File: config.mk
export PLATFORM = sky130hd
export DESIGN_NAME = wash_cycle_sequencer
export DESIGN_NICKNAME = d
export VERILOG_FILES = /design/src/rtl/wash_pkg.sv /design/src/rtl/wash_cycle_sequencer_tick_prescaler.sv /design/src/rtl/wash_cycle_sequencer.sv
export SDC_FILE = /design/constraint.sdc
export NUM_CORES = 1
export LEC_CHECK = 0
export BUFFER_PORTS_ARGS = -buffer_cell sky130_fd_sc_hd__buf_2
export CORE_ASPECT_RATIO = 1.25
export CORE_MARGIN = 3
export CORE_UTILIZATION = 30
export DETAILED_ROUTE_END_ITERATION = 10
export SLEW_MARGIN = 5
export SYNTH_ARGS = -nofsm -noshare
export SYNTH_HDL_FRONTEND = slang
export SYNTH_HIERARCHICAL = 1
export SYNTH_SLANG_ARGS = --single-unit
File: constraint.sdc
create_clock -name clk -period 5.6 [get_ports clk]
set_input_delay 0 -clock clk [delete_from_list [all_inputs] [get_ports clk]]
set_output_delay 0 -clock clk [all_outputs]
set_load 0.005 [all_outputs]
File: src/rtl/wash_pkg.sv
// Shared definitions for the wash program controller: state codes,
// the state enum built on them, and the selectable water temperatures.
package wash_pkg;

   localparam logic [2:0] S_IDLE  = 3'd0;
   localparam logic [2:0] S_FILL  = 3'd1;
   localparam logic [2:0] S_HEAT  = 3'd2;
   localparam logic [2:0] S_WASH  = 3'd3;
   localparam logic [2:0] S_RINSE = 3'd4;
   localparam logic [2:0] S_SPIN  = 3'd5;
   localparam logic [2:0] S_DONE  = 3'd6;
   localparam logic [2:0] S_ERROR = 3'd7;

   localparam logic [6:0] TEMP_10 = 7'd10;
   localparam logic [6:0] TEMP_30 = 7'd30;
   localparam logic [6:0] TEMP_40 = 7'd40;
   localparam logic [6:0] TEMP_60 = 7'd60;

   typedef enum logic [2:0] {
      ST_IDLE  = S_IDLE,
      ST_FILL  = S_FILL,
      ST_HEAT  = S_HEAT,
      ST_WASH  = S_WASH,
      ST_RINSE = S_RINSE,
      ST_SPIN  = S_SPIN,
      ST_DONE  = S_DONE,
      ST_ERROR = S_ERROR
   } state_t;

   // Phases that hold the door locked and advance the phase timer.
   function automatic logic is_active(state_t s);
      return (s == ST_FILL) || (s == ST_HEAT) || (s == ST_WASH) ||
             (s == ST_RINSE) || (s == ST_SPIN);
   endfunction

endpackage

File: src/rtl/wash_cycle_sequencer_tick_prescaler.sv
// Divides clk by TICK_DIV into a one-cycle tick; the count holds while
// enable is low so a paused phase resumes mid-period where it stopped.
module tick_prescaler #(
   parameter int TICK_DIV = 1000
) (
   input  logic clk,
   input  logic reset_n,
   input  logic enable,
   output logic tick
);

   localparam int CW = (TICK_DIV > 1) ? $clog2(TICK_DIV) : 1;

   logic [CW-1:0] count;

   assign tick = enable && (count == CW'(TICK_DIV - 1));

   always_ff @(posedge clk or negedge reset_n) begin
      if (!reset_n) begin
         count <= '0;
      end else if (enable) begin
         count <= tick ? '0 : count + 1'b1;
      end
   end

endmodule

File: src/rtl/wash_cycle_sequencer.sv
// Wash program controller: sequences FILL, HEAT, WASH, RINSE, SPIN with
// per-phase tick timers, door supervision, pause and cancel handling.
//
// state | meaning
// ------+-------------------------------------------------------------
// IDLE  | waiting for start with door closed
// FILL  | inlet valve open until level reached (timed, fault on expiry)
// HEAT  | heating and tumbling until target reached (timed, fault)
// WASH  | tumbling for WASH_TICKS, heater held within hysteresis band
// RINSE | valve open and tumbling for RINSE_TICKS
// SPIN  | drain and high-speed spin for SPIN_TICKS
// DONE  | program finished, door released
// ERROR | fault: drain only, waits for cancel
module wash_cycle_sequencer
   import wash_pkg::*;
#(
   parameter int TICK_DIV     = 1000,
   parameter int FILL_TIMEOUT = 60,
   parameter int HEAT_TIMEOUT = 300,
   parameter int WASH_TICKS   = 600,
   parameter int RINSE_TICKS  = 200,
   parameter int SPIN_TICKS   = 120,
   parameter int HYST         = 2
) (
   input  logic       clk,
   input  logic       reset_n,
   input  logic       start,
   input  logic       pause,
   input  logic       cancel,
   input  logic       door_closed,
   input  logic       water_level_ok,
   input  logic [6:0] water_temp,
   input  logic [6:0] target_temp,
   output logic       door_lock,
   output logic       fill_valve,
   output logic       heater_on,
   output logic       motor_on,
   output logic       motor_spin,
   output logic       drain_pump,
   output logic       done,
   output logic       error,
   output logic [2:0] state,
   output logic [9:0] remaining
);

   state_t     st_q, st_d;
   logic [9:0] cnt_q, cnt_d;
   logic       cxl_q, cxl_d;
   logic       active, timeout, tick;
   logic [6:0] heat_thr;
   logic       run_d;
   logic       lock_d, fill_d, heat_d, motor_d, spin_d, drain_d;

   assign active  = is_active(st_q);
   assign timeout = ((st_q == ST_FILL) || (st_q == ST_HEAT)) && (cnt_q == '0);

   tick_prescaler #(.TICK_DIV(TICK_DIV)) u_prescaler (
      .clk     (clk),
      .reset_n (reset_n),
      .enable  (active && !pause),
      .tick    (tick)
   );

   // Lower edge of the heater band, clamped so small targets never wrap.
   assign heat_thr = (target_temp > 7'(HYST)) ? (target_temp - 7'(HYST)) : 7'd0;

   always_comb begin
      st_d  = st_q;
      cxl_d = cxl_q;
      cnt_d = cnt_q;

      if (active && !door_closed) begin
         st_d = ST_ERROR;
      end else if (timeout) begin
         st_d = ST_ERROR;
      end else if (active && (st_q != ST_SPIN) && (cancel || cxl_q)) begin
         // A cancel seen while paused is remembered until the pause lifts.
         cxl_d = 1'b1;
         if (!pause) st_d = ST_SPIN;
      end else if (!(active && pause)) begin
         case (st_q)
            ST_IDLE:  if (start && door_closed) st_d = ST_FILL;
            ST_FILL:  if (water_level_ok) st_d = ST_HEAT;
            ST_HEAT:  if (water_temp >= target_temp) st_d = ST_WASH;
            ST_WASH:  if (cnt_q == '0) st_d = ST_RINSE;
            ST_RINSE: if (cnt_q == '0) st_d = ST_SPIN;
            ST_SPIN:  if (cnt_q == '0) st_d = ST_DONE;
            ST_DONE: begin
               if (!door_closed)   st_d = ST_IDLE;
               else if (start)     st_d = ST_FILL;
            end
            ST_ERROR: if (cancel) st_d = ST_IDLE;
            default:  st_d = ST_IDLE;
         endcase
      end

      if (st_d != st_q) cxl_d = 1'b0;

      if (!is_active(st_d)) begin
         cnt_d = '0;
      end else if (st_d != st_q) begin
         case (st_d)
            ST_FILL:  cnt_d = 10'(FILL_TIMEOUT);
            ST_HEAT:  cnt_d = 10'(HEAT_TIMEOUT);
            ST_WASH:  cnt_d = 10'(WASH_TICKS);
            ST_RINSE: cnt_d = 10'(RINSE_TICKS);
            default:  cnt_d = 10'(SPIN_TICKS);
         endcase
      end else if (tick && (cnt_q != '0)) begin
         cnt_d = cnt_q - 10'd1;
      end
   end

   always_comb begin
      run_d   = is_active(st_d) && !pause;
      lock_d  = is_active(st_d);
      fill_d  = run_d && ((st_d == ST_FILL) || (st_d == ST_RINSE));
      heat_d  = run_d && ((st_d == ST_HEAT) ||
                          ((st_d == ST_WASH) && (water_temp < heat_thr)));
      motor_d = run_d && ((st_d == ST_HEAT) || (st_d == ST_WASH) ||
                          (st_d == ST_RINSE) || (st_d == ST_SPIN));
      spin_d  = run_d && (st_d == ST_SPIN);
      drain_d = (run_d && (st_d == ST_SPIN)) || (st_d == ST_ERROR);
   end

   always_ff @(posedge clk or negedge reset_n) begin
      if (!reset_n) begin
         st_q       <= ST_IDLE;
         cnt_q      <= '0;
         cxl_q      <= 1'b0;
         door_lock  <= 1'b0;
         fill_valve <= 1'b0;
         heater_on  <= 1'b0;
         motor_on   <= 1'b0;
         motor_spin <= 1'b0;
         drain_pump <= 1'b0;
         done       <= 1'b0;
         error      <= 1'b0;
      end else begin
         st_q       <= st_d;
         cnt_q      <= cnt_d;
         cxl_q      <= cxl_d;
         door_lock  <= lock_d;
         fill_valve <= fill_d;
         heater_on  <= heat_d;
         motor_on   <= motor_d;
         motor_spin <= spin_d;
         drain_pump <= drain_d;
         done       <= (st_d == ST_DONE);
         error      <= (st_d == ST_ERROR);
      end
   end

   assign state     = st_q;
   assign remaining = cnt_q;

endmodule

==> impl_results.md <==
- Status: completed
- Core Box Area: 0.00788 sq mm
- Synthesized netlist cell count: 279
- Remaining global-route overflow: 0
- CP peak stage delay: 610 ps
- Buffers on Ports: 41
- Number of pins exceeding their max-slew limit in the final report: 0
- Root Driver: sky130_fd_sc_hd__clkbuf_8
- Distinct cell type count after synthesis: 65
- First-pass GRT wire length: 10.2 mm
- Post-synthesis share of cell area spent on full adders, half adders and majority gates: slightly above 8%
- Final clock period utilization by the worst path: roughly three fifths
- Synth async-reset ratio: 100%
- Post-synthesis mux area share: under 10%
- FP Rows: 36
- Hold Fails Final Rpt: 0
- Hold worst-path end: cxl_q
- Arrival time worst endpoint: 3550 ps
- Crit Path Class: register to register
- Clock skew after layout: between 7 and 8 ps
- Synth Area in Simple Gates: 27.7%
- Top-Level Pins: between 40 and 50
- Average via count per standard cell: about 5.4
- VDD IR max: 0.204 mV
- Count of cells along the worst register-to-register path: 11
- Final net count: 358
- Vias after detailed routing: 2247
- Chip Height: 107 microns
- Number of buffers created by CTS: 5
- Power per Cell Area: 495 mW/mm^2
- Highest clock rate: 0.295 GHz
- CTS H-tree depth: 2
- Rel. slew slack: 52.5%
- Setup repair bufs after CTS: 0
- Leakage power of the design: between 1 and 1.5 nW
- Flop and latch count out of synthesis: 32
- Worst-margin pin slew: 712 ps
- Clock-pin slew of the registers on the worst-case setup and hold paths: roughly 70 ps
- Top FF cell, synth: sky130_fd_sc_hd__dfrtp_1
- Dpl hpwl: 4.70 mm
- Die X: 87.1 microns
- Count of final setup violators: 0
- Wire length reported by the detailed router: 6.08 mm
- Clock period minus final worst setup slack: between 3000 and 4000 ps
- Number of warnings reported in the yosys synthesis log: 6
- Hold Path Depth: 3
- Worst path top cell family by delay: simple AND/OR/NAND/NOR gates
- Max_cap viols: 0
- Area of the mapped netlist: 0.00247 sq mm
- ANT nets after route: 0
- First-iteration detailed-routing DRC count: 124
- Critical path's slowest cell: sky130_fd_sc_hd__dfrtp_1
- Maximum number of pins on one net before global-route repair: 33
- Clock tree from TritonCTS: built
- Element type at the critical path end: register
- Synthesized area per cell: approximately 9 sq um
- Number of enable-type register cells in the synthesized netlist: 0
- Hold path startpoint: cancel
- Starting density of the core: 31.3%
- Critical Path, Cell by Cell: and2_4 > nor3_1 > buf_4 > nand4b_1 > nor3_2 > nand2_1 > nand4b_1 > o31a_1 > or2_2 > mux2i_1 > nor3_1
- Total Die Area: 0.00936 sq mm
- Routed len/inst: roughly 15 microns
- Sequential area share after synthesis: 32.5%
- Largest family of logic cells by synthesized area: simple AND/OR/NAND/NOR gates
- Sum of negative setup slack: 0 ps
- All-layer global routing usage: 13.3%
- CP startpoint kind: register
- Capture instance of the worst register-to-register path: remaining[9]
- Vias in the first global route: 2259
- Weighted congestion reported at the end of routability-driven placement: 0.847
- Total buffers and inverters traversed by the critical path: 1
- Endpoint required time on the critical path: 5760 ps
- Fraction of synthesized cell area in xor and xnor cells: 4.61%
- Layout Area Growth over Synthesis: 15.0%
- Worst-path maximum fanout: 20
- DRC: 0
- Diode count: 0
- Clock insertion delay at the later pin of the skew report: 280 ps
- Initial antenna violation count: 0
- Post-synth net total: 316
- Clock Sinks: 32
- Design Power: 0.00140 W
- Number of search-and-repair iterations in the first detailed-routing pass: 4
- Final Worst Setup Slack: 2210 ps
- Post-route core utilization: 36.0%
- Worst R2R Start: state[1]
- Clock buffer depth: 2
- Share of post-route cells with drive strength above 1: 20.9%
- R2R setup slack: around 2200 ps
- Complex-gate fraction of the synthesized area: roughly a fifth
- Setup repair after global routing missed its margin: no
- Fillers: 799
- Worst slack at placement: 2200 ps
- Class of the worst hold path: input port to register
-- placed cells by master, fill, tap and decap left out, types with 6 or more instances in the layout --
master and instances:
sky130_fd_sc_hd__buf_2 41, sky130_fd_sc_hd__dfrtp_1 32, sky130_fd_sc_hd__nand2_1 26, sky130_fd_sc_hd__nor2_1 23, sky130_fd_sc_hd__inv_1 17, sky130_fd_sc_hd__ha_1 16
sky130_fd_sc_hd__nor3_1 15, sky130_fd_sc_hd__a21oi_1 13, sky130_fd_sc_hd__o21ai_0 12, sky130_fd_sc_hd__nand2b_1 7, sky130_fd_sc_hd__xnor2_1 7, sky130_fd_sc_hd__nand3_1 7
sky130_fd_sc_hd__xor2_1 6, sky130_fd_sc_hd__nand4_1 6
-- worst max-delay path by stage --
stage	start	to	slack [ps]	depth (start not counted)
finish	state[1]	remaining[9]	2210	11
global route	state[1]	remaining[9]	1880	11
CTS	state[1]	remaining[9]	2190	11
detailed placement	state[1]	remaining[9]	2200	11
global placement	state[1]	remaining[9]	2290	11
floorplan	state[1]	remaining[9]	2710	12
-- Yosys cell counts, drive strengths merged (3+ instances only) --
| master | instances | area, sq um |
|---|---|---|
| dfrtp | 32 | 801 |
| nand2 | 27 | 109 |
| nor2 | 23 | 86.3 |
| inv | 19 | 73.8 |
| ha | 16 | 200 |
| nor3 | 16 | 85.1 |
| o21ai | 15 | 90.1 |
| a21oi | 14 | 73.8 |
| nand4 | 9 | 83.8 |
| nand2b | 7 | 43.8 |
| nand3 | 7 | 35.0 |
| xnor2 | 7 | 61.3 |
| xor2 | 6 | 52.6 |
| a31oi | 5 | 31.3 |
| buf | 5 | 37.5 |
| nor2b | 5 | 31.3 |
| nor4 | 5 | 52.6 |
| o211ai | 5 | 37.5 |
| or4 | 5 | 41.3 |
| a2111oi | 4 | 60.1 |
| o22ai | 4 | 25.0 |
| or3 | 4 | 25.0 |
| clkbuf | 3 | 11.3 |
| mux2i | 3 | 30.0 |
| o21a | 3 | 22.5 |
| o31a | 3 | 26.3 |
| o31ai | 3 | 22.5 |
-- state kept, by name (all words and copies together), names as in the netlist --
signal and flops:
state 3, motor_on 1, fill_valve 1, u_prescaler/count 10, cxl_q 1, error 1, remaining 10, drain_pump 1
heater_on 1, done 1, motor_spin 1, door_lock 1
-- per-stage QoR --
stage | hold WS (ps) | std cells | cell area, sq um
after global routing | 88.6 | 416 | 2840
after global placement | 98.1 | 408 | 2750
after floorplan | -296 | 279 | 2470
final | 61.3 | 416 | 2840
after CTS | 61.9 | 416 | 2840
after detailed placement | 101 | 408 | 2750
-- cells by family after synthesis --
| group | after synthesis |
|---|---|
| AO/OA/AOI/OAI | 69 |
| multiplexers | 3 |
| buffers and inverters | 27 |
| flip-flops | 32 |
| AND/OR/NAND/NOR | 119 |
| XOR/XNOR | 13 |
| adder cells (fa/ha/maj) | 16 |
-- final cells by class --
cell class / instances / area, sq um / share of cell area [%]
Timing Repair Buffer: 43 / 223 / 7.85
Inverter: 19 / 73.8 / 2.60
Clock buffer: 6 / 72.6 / 2.56
Tap cell: 95 / 119 / 4.19
Clock inverter: 1 / 5.00 / 0.176
Multi-Input combinational cell: 220 / 1540 / 54.4
Sequential cell: 32 / 801 / 28.2
-- routing by layer --
metal	vias to the layer above	routed length, microns	GRT usage [%]
li1	1122	-	-
met1	1068	2750	16.7
met2	51	2970	23.0
met3	6	282	2.22
met4	0	68	3.95
met5	-	0	0
-- tightest hold or removal path: cells and delay by family --
family                 cells  cell delay [ps]
AND/OR/NAND/NOR            1               80
buffers and inverters      1              130
AO/OA/AOI/OAI              1               90
-- where the power goes --
part           leakage (nW)  total [W]  switching (W)  internal, W
Sequential            0.402   0.000437       0.000124     0.000313
Clock                0.0410   0.000170      0.0000860    0.0000845
Combinational         0.826   0.000797       0.000477     0.000320
-- timing repair --
item | in CTS | in global routing
resized for setup | 0 | 0
hold buffers | 1 | 0
hold endpoints to repair | 32 | 0
No activity file was read; power rests on OpenSTA's default activity.
